===== src/rtl/bram_access_arbiter.sv =====
// Arbitrates the single-port RGB frame BRAM between the SPI byte-lane requester (com)
// and the 24-bit image-processing requester (pdi), returning read data to its issuer.
module bram_access_arbiter #(
  parameter int ADDR_W    = 17,
  parameter int RD_LAT    = 1,
  parameter int MAX_BURST = 16
) (
  input  logic              clk,
  input  logic              rst,
  input  logic              com_req,
  input  logic              com_we,
  input  logic [ADDR_W-1:0] com_addr,
  input  logic [1:0]        com_channel,
  input  logic [7:0]        com_wdata,
  output logic              com_gnt,
  output logic              com_rvalid,
  output logic [7:0]        com_rdata,
  input  logic              pdi_req,
  input  logic              pdi_we,
  input  logic [ADDR_W-1:0] pdi_addr,
  input  logic [23:0]       pdi_wdata,
  output logic              pdi_gnt,
  output logic              pdi_rvalid,
  output logic [23:0]       pdi_rdata,
  input  logic              pdi_lock,
  output logic [ADDR_W-1:0] mem_addr,
  output logic [2:0]        mem_we,
  output logic [23:0]       mem_wdata,
  input  logic [23:0]       mem_rdata,
  output logic [1:0]        owner
);

  localparam int BW = $clog2(MAX_BURST + 1);

  typedef enum logic [1:0] {
    ST_IDLE = 2'd0,
    ST_COM  = 2'd1,
    ST_PDI  = 2'd2
  } state_t;

  typedef struct packed {
    logic       valid;
    logic       is_com;
    logic [1:0] ch;
  } tag_t;

  state_t          state_r, state_s;
  logic            last_com_r;
  logic [BW-1:0]   burst_r;
  logic            burst_top_s;
  logic            com_gnt_s, pdi_gnt_s;
  tag_t            tag_s;
  tag_t            tag_r [0:RD_LAT];

  function automatic logic [2:0] lane_we(input logic [1:0] ch);
    case (ch)
      2'd0:    lane_we = 3'b100;
      2'd1:    lane_we = 3'b010;
      2'd2:    lane_we = 3'b001;
      default: lane_we = 3'b111;
    endcase
  endfunction

  function automatic logic [23:0] lane_data(input logic [1:0] ch, input logic [7:0] b);
    case (ch)
      2'd0:    lane_data = {b, 8'h00, 8'h00};
      2'd1:    lane_data = {8'h00, b, 8'h00};
      2'd2:    lane_data = {8'h00, 8'h00, b};
      default: lane_data = {b, b, b};
    endcase
  endfunction

  // Channel 3 (all lanes) reads back the R byte.
  function automatic logic [7:0] lane_pick(input logic [1:0] ch, input logic [23:0] d);
    case (ch)
      2'd1:    lane_pick = d[15:8];
      2'd2:    lane_pick = d[7:0];
      default: lane_pick = d[23:16];
    endcase
  endfunction

  assign burst_top_s = (burst_r == BW'(MAX_BURST - 1));

  // Next-state and grant decode; every handover passes through IDLE.
  always_comb begin
    state_s   = state_r;
    com_gnt_s = 1'b0;
    pdi_gnt_s = 1'b0;
    case (state_r)
      ST_IDLE: begin
        if (pdi_req && (pdi_lock || !com_req || last_com_r)) begin
          state_s = ST_PDI;
        end else if (com_req) begin
          state_s = ST_COM;
        end else begin
          state_s = ST_IDLE;
        end
      end
      ST_COM: begin
        com_gnt_s = com_req;
        if (!com_req || (pdi_req && (pdi_lock || burst_top_s))) begin
          state_s = ST_IDLE;
        end else begin
          state_s = ST_COM;
        end
      end
      ST_PDI: begin
        pdi_gnt_s = pdi_req;
        if (!pdi_req || (com_req && !pdi_lock && burst_top_s)) begin
          state_s = ST_IDLE;
        end else begin
          state_s = ST_PDI;
        end
      end
      default: begin
        state_s = ST_IDLE;
      end
    endcase
  end

  // State register, last owner and burst counter (saturating, cleared on entering IDLE).
  always_ff @(posedge clk) begin
    if (!rst) begin
      state_r    <= ST_IDLE;
      last_com_r <= 1'b0;
      burst_r    <= '0;
    end else begin
      state_r <= state_s;
      if (state_r == ST_COM && state_s == ST_IDLE) begin
        last_com_r <= 1'b1;
      end else if (state_r == ST_PDI && state_s == ST_IDLE) begin
        last_com_r <= 1'b0;
      end
      if (state_s == ST_IDLE) begin
        burst_r <= '0;
      end else if ((com_gnt_s || pdi_gnt_s) && !burst_top_s) begin
        burst_r <= burst_r + BW'(1);
      end
    end
  end

  // Issue register toward the BRAM; write enables last exactly one cycle.
  always_ff @(posedge clk) begin
    if (!rst) begin
      mem_addr  <= '0;
      mem_we    <= 3'b000;
      mem_wdata <= 24'h000000;
    end else if (com_gnt_s) begin
      mem_addr  <= com_addr;
      mem_we    <= com_we ? lane_we(com_channel) : 3'b000;
      mem_wdata <= lane_data(com_channel, com_wdata);
    end else if (pdi_gnt_s) begin
      mem_addr  <= pdi_addr;
      mem_we    <= pdi_we ? 3'b111 : 3'b000;
      mem_wdata <= pdi_wdata;
    end else begin
      mem_we    <= 3'b000;
    end
  end

  always_comb begin
    tag_s.valid  = (com_gnt_s && !com_we) || (pdi_gnt_s && !pdi_we);
    tag_s.is_com = com_gnt_s;
    tag_s.ch     = com_channel;
  end

  // Read-return tag pipeline; the tail lines up with mem_rdata of the tagged read.
  always_ff @(posedge clk) begin
    if (!rst) begin
      for (int i = 0; i <= RD_LAT; i++) begin
        tag_r[i] <= '0;
      end
    end else begin
      tag_r[0] <= tag_s;
      for (int i = 1; i <= RD_LAT; i++) begin
        tag_r[i] <= tag_r[i-1];
      end
    end
  end

  assign com_gnt    = com_gnt_s;
  assign pdi_gnt    = pdi_gnt_s;
  assign owner      = state_r;
  assign com_rvalid = tag_r[RD_LAT].valid && tag_r[RD_LAT].is_com;
  assign pdi_rvalid = tag_r[RD_LAT].valid && !tag_r[RD_LAT].is_com;
  assign com_rdata  = com_rvalid ? lane_pick(tag_r[RD_LAT].ch, mem_rdata) : 8'h00;
  assign pdi_rdata  = pdi_rvalid ? mem_rdata : 24'h000000;

endmodule


===== config.mk =====
export PLATFORM = sky130hd
export DESIGN_NAME = bram_access_arbiter
export DESIGN_NICKNAME = d
export VERILOG_FILES = /design/src/rtl/bram_access_arbiter.sv
export SDC_FILE = /design/constraint.sdc
export NUM_CORES = 1
export LEC_CHECK = 0
export ABC_AREA = 1
export CAP_MARGIN = 20
export CORE_UTILIZATION = 35
export DETAILED_ROUTE_END_ITERATION = 12
export PLACE_DENSITY = 0.75
export SLEW_MARGIN = 20
export SYNTH_ARGS = -nofsm -noshare
export SYNTH_HDL_FRONTEND = slang
export SYNTH_SLANG_ARGS = --single-unit
export TNS_END_PERCENT = 30

===== constraint.sdc =====
create_clock -name clk -period 2 [get_ports clk]
set_input_delay 0.4 -clock clk [delete_from_list [all_inputs] [get_ports clk]]
set_output_delay 0.4 -clock clk [all_outputs]
set_load 0.1 [all_outputs]

==> summary.txt, run 1 <==
Run status
  • Status: finished with violations
  • Failing checks: setup timing

GRT
  • Initial antenna violation count: 0
  • Largest net degree at the start of global routing: 35
  • Gr ovfl total: 0
  • Vias in the first global route: ~3500
  • Gr usage total: between 20% and 30%
  • First-pass GRT wire length: 16.6 mm

Critical path
  • Critical path endpoint category: primary output
  • Required @ worst endpoint: between 1500 and 2000 ps
  • Worst R2R Setup Slack: roughly 280 ps
  • Critical Path AT: about 1700 ps
  • Reg-to-Reg End: burst_r[2]
  • Critical Path Source Type: register
  • CP Class: register to primary output
  • Critical-path maximum fanout: 7
  • Worst r2r path cells: 11
  • Worst Setup SP: tag_r[0][4]
  • Worst setup path endpoint: com_rdata[7]
  • R2R Path Start: burst_r[0]

Timing
  • FMAX: about 470 MHz
  • Final Critical Period: roughly 2100 ps
  • Worst Skew: 11.8 ps
  • Slew HR: 58.1%
  • Setup slack after layout: -122 ps
  • RSZ-0062 raised after global routing: true
  • Max-slew violations: 0
  • Setup violators final: 8
  • Final Hold Viols: 0
  • Setup TNS Final: -628 ps
  • Measured slew at the worst slew-check pin: 628 ps
  • Final period utilization: 106%

Route
  • Post-route DRC: 0
  • WL/cell: around 15 µm
  • DR vias/cell: slightly above 5
  • DRC violation total after the first TritonRoute iteration: approximately 170
  • Final WL: about 11 mm
  • First-pass DRT Iterations: 4
  • Routed Antenna Nets: 0
  • Via count: approximately 3700

Floorplan
  • Row cnt: 34
  • Die ar.: around 9300 µm²
  • Core area: a little under 9000 µm²
  • Chip Width: a little under 100 µm
  • Initial Util: approximately 36%
  • Number of placed I/O pins: 181
  • Die height: between 90 and 100 µm

Worst hold path
  • Min-Delay Path Class: register to register

Final layout
  • Nets: 723
  • Fin cells: between 700 and 800
  • Multi-input gate area: 1850 µm²
  • Filler cell count: between 700 and 800
  • Register area: 1200 µm²
  • Area Growth Syn to Fin: 91.1%
  • Ant. Diodes: 0
  • Layout cells sized above 1: a little under a third

Yosys
  • Synth Instances: 430
  • Register area share after synthesis: between 30% and 40%
  • Yosys reg bits: 60
  • Syn. warnings: 0
  • Average size of a mapped cell: approximately 7.2 µm²
  • Syn Std Cell Area: a little over 3000 µm²
  • Synth cell types: 31
  • Syn nets: between 500 and 600

Clock tree
  • Clk_lat worst skew: 330 ps
  • Clock Path Buffers: 2
  • Clock root buffer: clkbuf_8
  • CTS tree: built
  • Clock sinks: 60
  • H-Tree Depth: 3
  • Cts bufs inserted: 9
  • CTS hold repair buffers: 0
  • Clk slew on worst S/H paths: about 70 ps

Place
  • # port buffers: 180
  • Gpl congestion: 0.895
  • Post-detail-place hpwl: 8.38 mm
  • Placed Cells: 710

Power and ir drop
  • Peak supply drop: around 400 µV
  • Total power: 3.85 mW
  • Pwr Density: roughly 650 nW/µm²
  • P_leak: around 2.5 nW

Run
  • Max-cap check violation count: 0
logic make-up after synthesis:
kind of cell	Yosys count	share of synthesized area, %
compound gates	168	30.3
xor+xnor	1	0.281
fa+ha+maj	8	3.21
buf+inv	92	13.6
flops	60	38.5
simple gates	101	14.1
worst min path at each step:
stage / startpoint / endpoint / cells past startpoint
2_1_floorplan: tag_r[0][3] / tag_r[0][7] / 2
3_3_place_gp: tag_r[0][3] / tag_r[0][7] / 2
3_5_place_dp: tag_r[0][3] / tag_r[0][7] / 2
4_1_cts: tag_r[0][3] / tag_r[0][7] / 2
5_1_grt: tag_r[0][3] / tag_r[0][7] / 2
6_report: tag_r[0][3] / tag_r[0][7] / 2
layout by cell type (no fill, tap or decap), drive strengths merged:
cell type	n
clkinvlp	2
xor2	1
ha	8
nand2	43
nor2	47
or2	1
o21ai	92
inv	67
o31ai	1
clkdlybuf4s50	97
bufinv	1
dfxtp	60
clkinv	1
a221oi	8
clkbuf	10
nor3	2
o21a	3
a211oi	7
buf	105
nand3	8
a21oi	57
flip-flops by register name, summed over array words and instances, names as in the netlist:
| signal | flops |
|---|---|
| mem_wdata | 24 |
| burst_r | 5 |
| owner | 2 |
| mem_addr | 17 |
| mem_we | 3 |
| tag_r | 8 |
| last_com_r | 1 |
metal layers:
metal  GRT usage (%)  up-vias  part of all wire [%]
li1                -     1791                     -
met3            5.69       28                   9.6
met2            42.6      184                    50
met1            25.6     1704                    38
met4            11.8        0                   3.3
met5               0        -                     0
per-stage QoR:
step                      worst slack, ps  utilization [%]  area, µm²  hold WS [ps]
after global routing                 -200             68.6       5960           429
after global placement               27.6             64.6       5610           402
after CTS                            -153             68.2       5920           406
after floorplan                      -349                -       3440           390
final                                -122             68.6       5960           404
after detailed placement            -41.6             64.6       5610           398
cell usage after synthesis (all sizes together):
master  instances  share of area, %
o21a            3              0.72
dfxtp          60                39
o31ai           1              0.24
a21oi          57               9.8
inv            65               7.8
buf            17               4.5
nand3           8               1.4
nor3            2              0.32
nand2          43               6.3
a221oi          8               2.2
clkbuf         10               1.2
xor2            1              0.28
or2             1              0.20
nor2           47               5.9
o21ai          92                16
a211oi          7               1.7
ha              8               3.2
power breakdown:
part | switching (mW) | internal (mW)
combinational | 0.938 | 0.449
sequential | 0.0511 | 1.28
clock | 0.511 | 0.620
what timing repair did:
action / 4_1_cts / 5_1_grt
pin swaps: 7 / 5
setup endpoints to repair: 8 / 8
gates resized for setup: 12 / 5
buffers inserted: 6 / 0
gates cloned: 1 / 0
final cells by class:
| class | count | area share [%] |
|---|---|---|
| Tap cell | 108 | 2.27 |
| Sequential cell | 60 | 20.2 |
| Timing Repair Buffer | 202 | 38.8 |
| Clock buffer | 10 | 2.31 |
| Multi-Input combinational cell | 278 | 31.1 |
| Inverter | 65 | 4.14 |
| Clock inverter | 6 | 1.20 |
worst max-delay path, stage by stage, from the launching register on:
cell,delay (ps)
dfxtp_2,340
inv_2,40
ha_4,240
buf_16,140
buf_8,130
a221oi_4,300
buf_12,210
Power figures use the tool's default switching activity.
==> run 2, diff against run 1 <==
--- a/config.mk
+++ b/config.mk
@@ -6,7 +6,7 @@
 export NUM_CORES = 1
 export LEC_CHECK = 0
 export ABC_AREA = 1
-export CAP_MARGIN = 20
+export CAP_MARGIN = 10
 export CORE_UTILIZATION = 35
 export DETAILED_ROUTE_END_ITERATION = 12
 export PLACE_DENSITY = 0.75
==> results of run 2 <==
Final layout, timing and power as in run 1 (identical DEF).
==> run 3, diff against run 2 <==
--- a/config.mk
+++ b/config.mk
@@ -7,9 +7,9 @@
 export LEC_CHECK = 0
 export ABC_AREA = 1
 export CAP_MARGIN = 10
-export CORE_UTILIZATION = 35
+export CORE_UTILIZATION = 30
 export DETAILED_ROUTE_END_ITERATION = 12
-export PLACE_DENSITY = 0.75
+export PLACE_DENSITY = 0.7
 export SLEW_MARGIN = 20
 export SYNTH_ARGS = -nofsm -noshare
 export SYNTH_HDL_FRONTEND = slang
==> run 3 against run 2 <==
Net effect: the run still ends with setup timing left; first-iteration DRC count is 0.60% higher; sequential share of layout area increased by 0.094 points; critical endpoint is now com_rdata[6]; sequential power hardly changed; setup slack worse by 5.5 ps; die area grew 16%; critical path depth rose by 1; total power is 1.4% higher; via count is 2.3% lower.
==> summary.txt, run 3 (synthesized netlist as in run 1, its figures left out) <==
Place
  • Gpl congestion: 0.888 (was 0.895)
  • Post-detail-place hpwl: 8.85 mm (was 8.38 mm)
  • Placed Cells: 736 (was 710)
  • # port buffers: 180 (unchanged)
  • Post-placement setup slack: -34.7 ps (was -41.6 ps)

Worst hold path
  • Min-Delay Path Class: register to register (unchanged)
  • Hold Crit Start: tag_r[0][0] (was tag_r[0][3])
  • Hold Crit Depth: 2 (unchanged)
  • Worst Hold End: tag_r[0][4] (was tag_r[0][7])

Clock tree
  • H-Tree Depth: 3 (unchanged)
  • Clock Path Buffers: 2 (unchanged)
  • Clock sinks: 60 (unchanged)
  • Cts bufs inserted: 9 (unchanged)
  • Clk_lat worst skew: 330 ps (about the same)
  • Clk slew on worst S/H paths: 60 ps (was 70 ps)
  • CTS tree: built (unchanged)
  • Clock root buffer: clkbuf_8 (unchanged)
  • CTS hold repair buffers: 0 (unchanged)

Floorplan
  • Initial Util: 31.5% (was 35.9%)
  • Row cnt: 36 (was 34)
  • Chip Width: 104 µm (was 96.4 µm)
  • Die ar.: 10800 µm² (was 9290 µm²)
  • Number of placed I/O pins: 181 (unchanged)
  • Die height: 104 µm (was 96.4 µm)
  • Core area: 9910 µm² (was 8680 µm²)

Run status
  • Failing checks: setup timing (unchanged)
  • Status: finished with violations (unchanged)

Power and ir drop
  • Combinational power share: 35.2% (was 36.1%)
  • Sw Share: 37.2% (was 39.0%)
  • Pwr Density: 658 nW/µm² (was 646 nW/µm²)
  • Pint: 2.45 mW (was 2.35 mW)
  • Peak supply drop: 476 µV (was 397 µV)
  • Sequential share of power: 34.1% (was 34.6%)
  • Sw power: 1.45 mW (was 1.50 mW)
  • Total power: 3.90 mW (was 3.85 mW)
  • P_leak: 2.50 nW (was 2.51 nW)
  • Clock share of power: 30.7% (was 29.4%)

Final layout
  • Filler cell count: 848 (was 702)
  • Multi-input gate area: 1810 µm² (was 1850 µm²)
  • Most frequent cells in the layout: 97 x clkdlybuf4s50_1, 64 x o21ai_0, 60 x buf_4, 58 x inv_1, 57 x dfxtp_1 (unchanged)
  • Layout cells sized above 1: 29.9% (was 30.6%)
  • Register area: 1200 µm² (unchanged)
  • Area Growth Syn to Fin: 90.2% (was 91.1%)
  • Nets: 724 (was 723)
  • Most common cell after layout, fill and taps aside: clkdlybuf4s50_1 (unchanged)
  • Top reg by flops: mem_wdata (unchanged)
  • Fin cells: 755 (was 729)
  • Biggest regs: mem_wdata: 24 flops, mem_addr: 17 flops, tag_r: 8 flops (unchanged)
  • Max reg flops: 24 (unchanged)
  • Ant. Diodes: 0 (unchanged)

GRT
  • Gr ovfl total: 0 (unchanged)
  • Initial antenna violation count: 0 (unchanged)
  • Vias in the first global route: 3661 (was 3456)
  • First-pass GRT wire length: 18.5 mm (was 16.6 mm)
  • Largest net degree at the start of global routing: 35 (unchanged)
  • Gr usage total: 21.6% (was 23.6%)

Timing
  • Setup violators final: 7 (was 8)
  • Measured slew at the worst slew-check pin: 437 ps (was 628 ps)
  • Final Hold Viols: 0 (unchanged)
  • Worst Skew: 4.80 ps (was 11.8 ps)
  • Fin Hold WS: 408 ps (was 404 ps)
  • Final period utilization: 106% (about the same)
  • Final Critical Period: 2130 ps (was 2120 ps)
  • Max-slew violations: 0 (unchanged)
  • RSZ-0062 raised after global routing: true (unchanged)
  • Setup slack after layout: -127 ps (was -122 ps)
  • FMAX: 470 MHz (was 471 MHz)
  • Slew HR: 70.5% (was 58.1%)

Critical path
  • Reg-to-Reg End: burst_r[2] (unchanged)
  • CP max stage delay: 340 ps (about the same)
  • Worst R2R Setup Slack: 340 ps (was 280 ps)
  • Critical-path maximum fanout: 6 (was 7)
  • Critical-path top delay cell: dfxtp_2 (unchanged)
  • Required @ worst endpoint: 1600 ps (about the same)
  • Crit path depth: 7 (was 6)
  • Critical Path AT: 1730 ps (was 1720 ps)
  • R2R Path Start: burst_r[0] (unchanged)
  • Crit path buffers/inverters: 4 (unchanged)
  • Critical Path Source Type: register (unchanged)
  • Critical path endpoint category: primary output (unchanged)
  • Delay-heaviest family, CP: buffers and inverters (unchanged)
  • Worst r2r path cells: 11 (unchanged)
  • Crit-path cells: inv_2 -> ha_4 -> buf_6 -> a221oi_1 -> buf_4 -> a211oi_4 -> buf_12 (was inv_2 -> ha_4 -> buf_16 -> buf_8 -> a221oi_4 -> buf_12)
  • CP Class: register to primary output (unchanged)

Route
  • Routed Antenna Nets: 0 (unchanged)
  • Via count: 3622 (was 3707)
  • DR vias/cell: 4.80 (was 5.09)
  • Final WL: 11.6 mm (was 11.1 mm)
  • DRC violation total after the first TritonRoute iteration: 169 (was 168)
  • Post-route DRC: 0 (unchanged)
  • WL/cell: 15.3 µm (was 15.2 µm)
  • First-pass DRT Iterations: 4 (unchanged)

Run
  • Max-cap check violation count: 0 (unchanged)
==> run 3: worst reg2reg max path: cells and delay by family, from the launching register on <==
kind | cells | cell delay (ps)
buffers and inverters | 2 | 160
AOI/OAI and AO/OA | 2 | 100
DFF | 1 | 370
and+or+nand+nor | 5 | 510
adders and majority gates | 2 | 420
==> run 3: how the worst max path moves through the flow <==
stage / from / endpoint / slack, ps
2_1_floorplan: tag_r[0][4] / com_rdata[5] / -350
3_3_place_gp: com_channel[1] / mem_wdata[8] / -6
3_5_place_dp: com_channel[1] / mem_wdata[8] / -30
4_1_cts: tag_r[0][4] / com_rdata[2] / -150
5_1_grt: tag_r[0][4] / com_rdata[1] / -190
6_report: tag_r[0][4] / com_rdata[6] / -130
==> run 3: layer usage <==
| layer | track usage (%) | wire [µm] |
|---|---|---|
| met3 | 4.82 | 698 |
| met5 | 0 | 0 |
| met4 | 10.9 | 403 |
| met2 | 37.5 | 5700 |
| met1 | 24.9 | 4750 |
==> run 3: power groups by stage <==
stage | logic (mW) | registers [mW] | clock network, mW
2_1_floorplan | 0.368 | 1.89 | 0
3_3_place_gp | 1.34 | 1.35 | 0
3_5_place_dp | 1.35 | 1.35 | 0
4_1_cts | 1.37 | 1.33 | 1.23
5_1_grt | 1.44 | 1.34 | 1.28
6_report | 1.37 | 1.33 | 1.20
==> run 3: cell type report <==
cell class / instances / share of cell area, %
clock buffer: 12 / 2.45
clock inverter: 4 / 1.22
inverter: 65 / 4.20
multi-input combinational: 278 / 30.5
sequential: 60 / 20.3
tap: 133 / 2.81
timing repair buffer: 203 / 38.5
==> run 3: timing repair <==
action / in CTS / in global routing
setup endpoints to repair: 8 / 13
buffers inserted: 4 / 1
resized for setup: 11 / 5
pin swaps: 4 / 2
endpoints found under the hold margin: 0 / 0
==> run 3: through the flow <==
stage	util, %	instance area [µm²]	setup TNS [ps]
6_report	59.8	5930	-734
4_1_cts	59.6	5900	-1010
3_5_place_dp	56.9	5640	-34.7
2_1_floorplan	-	3440	-9170
5_1_grt	59.8	5930	-1290
3_3_place_gp	56.9	5640	-6.16
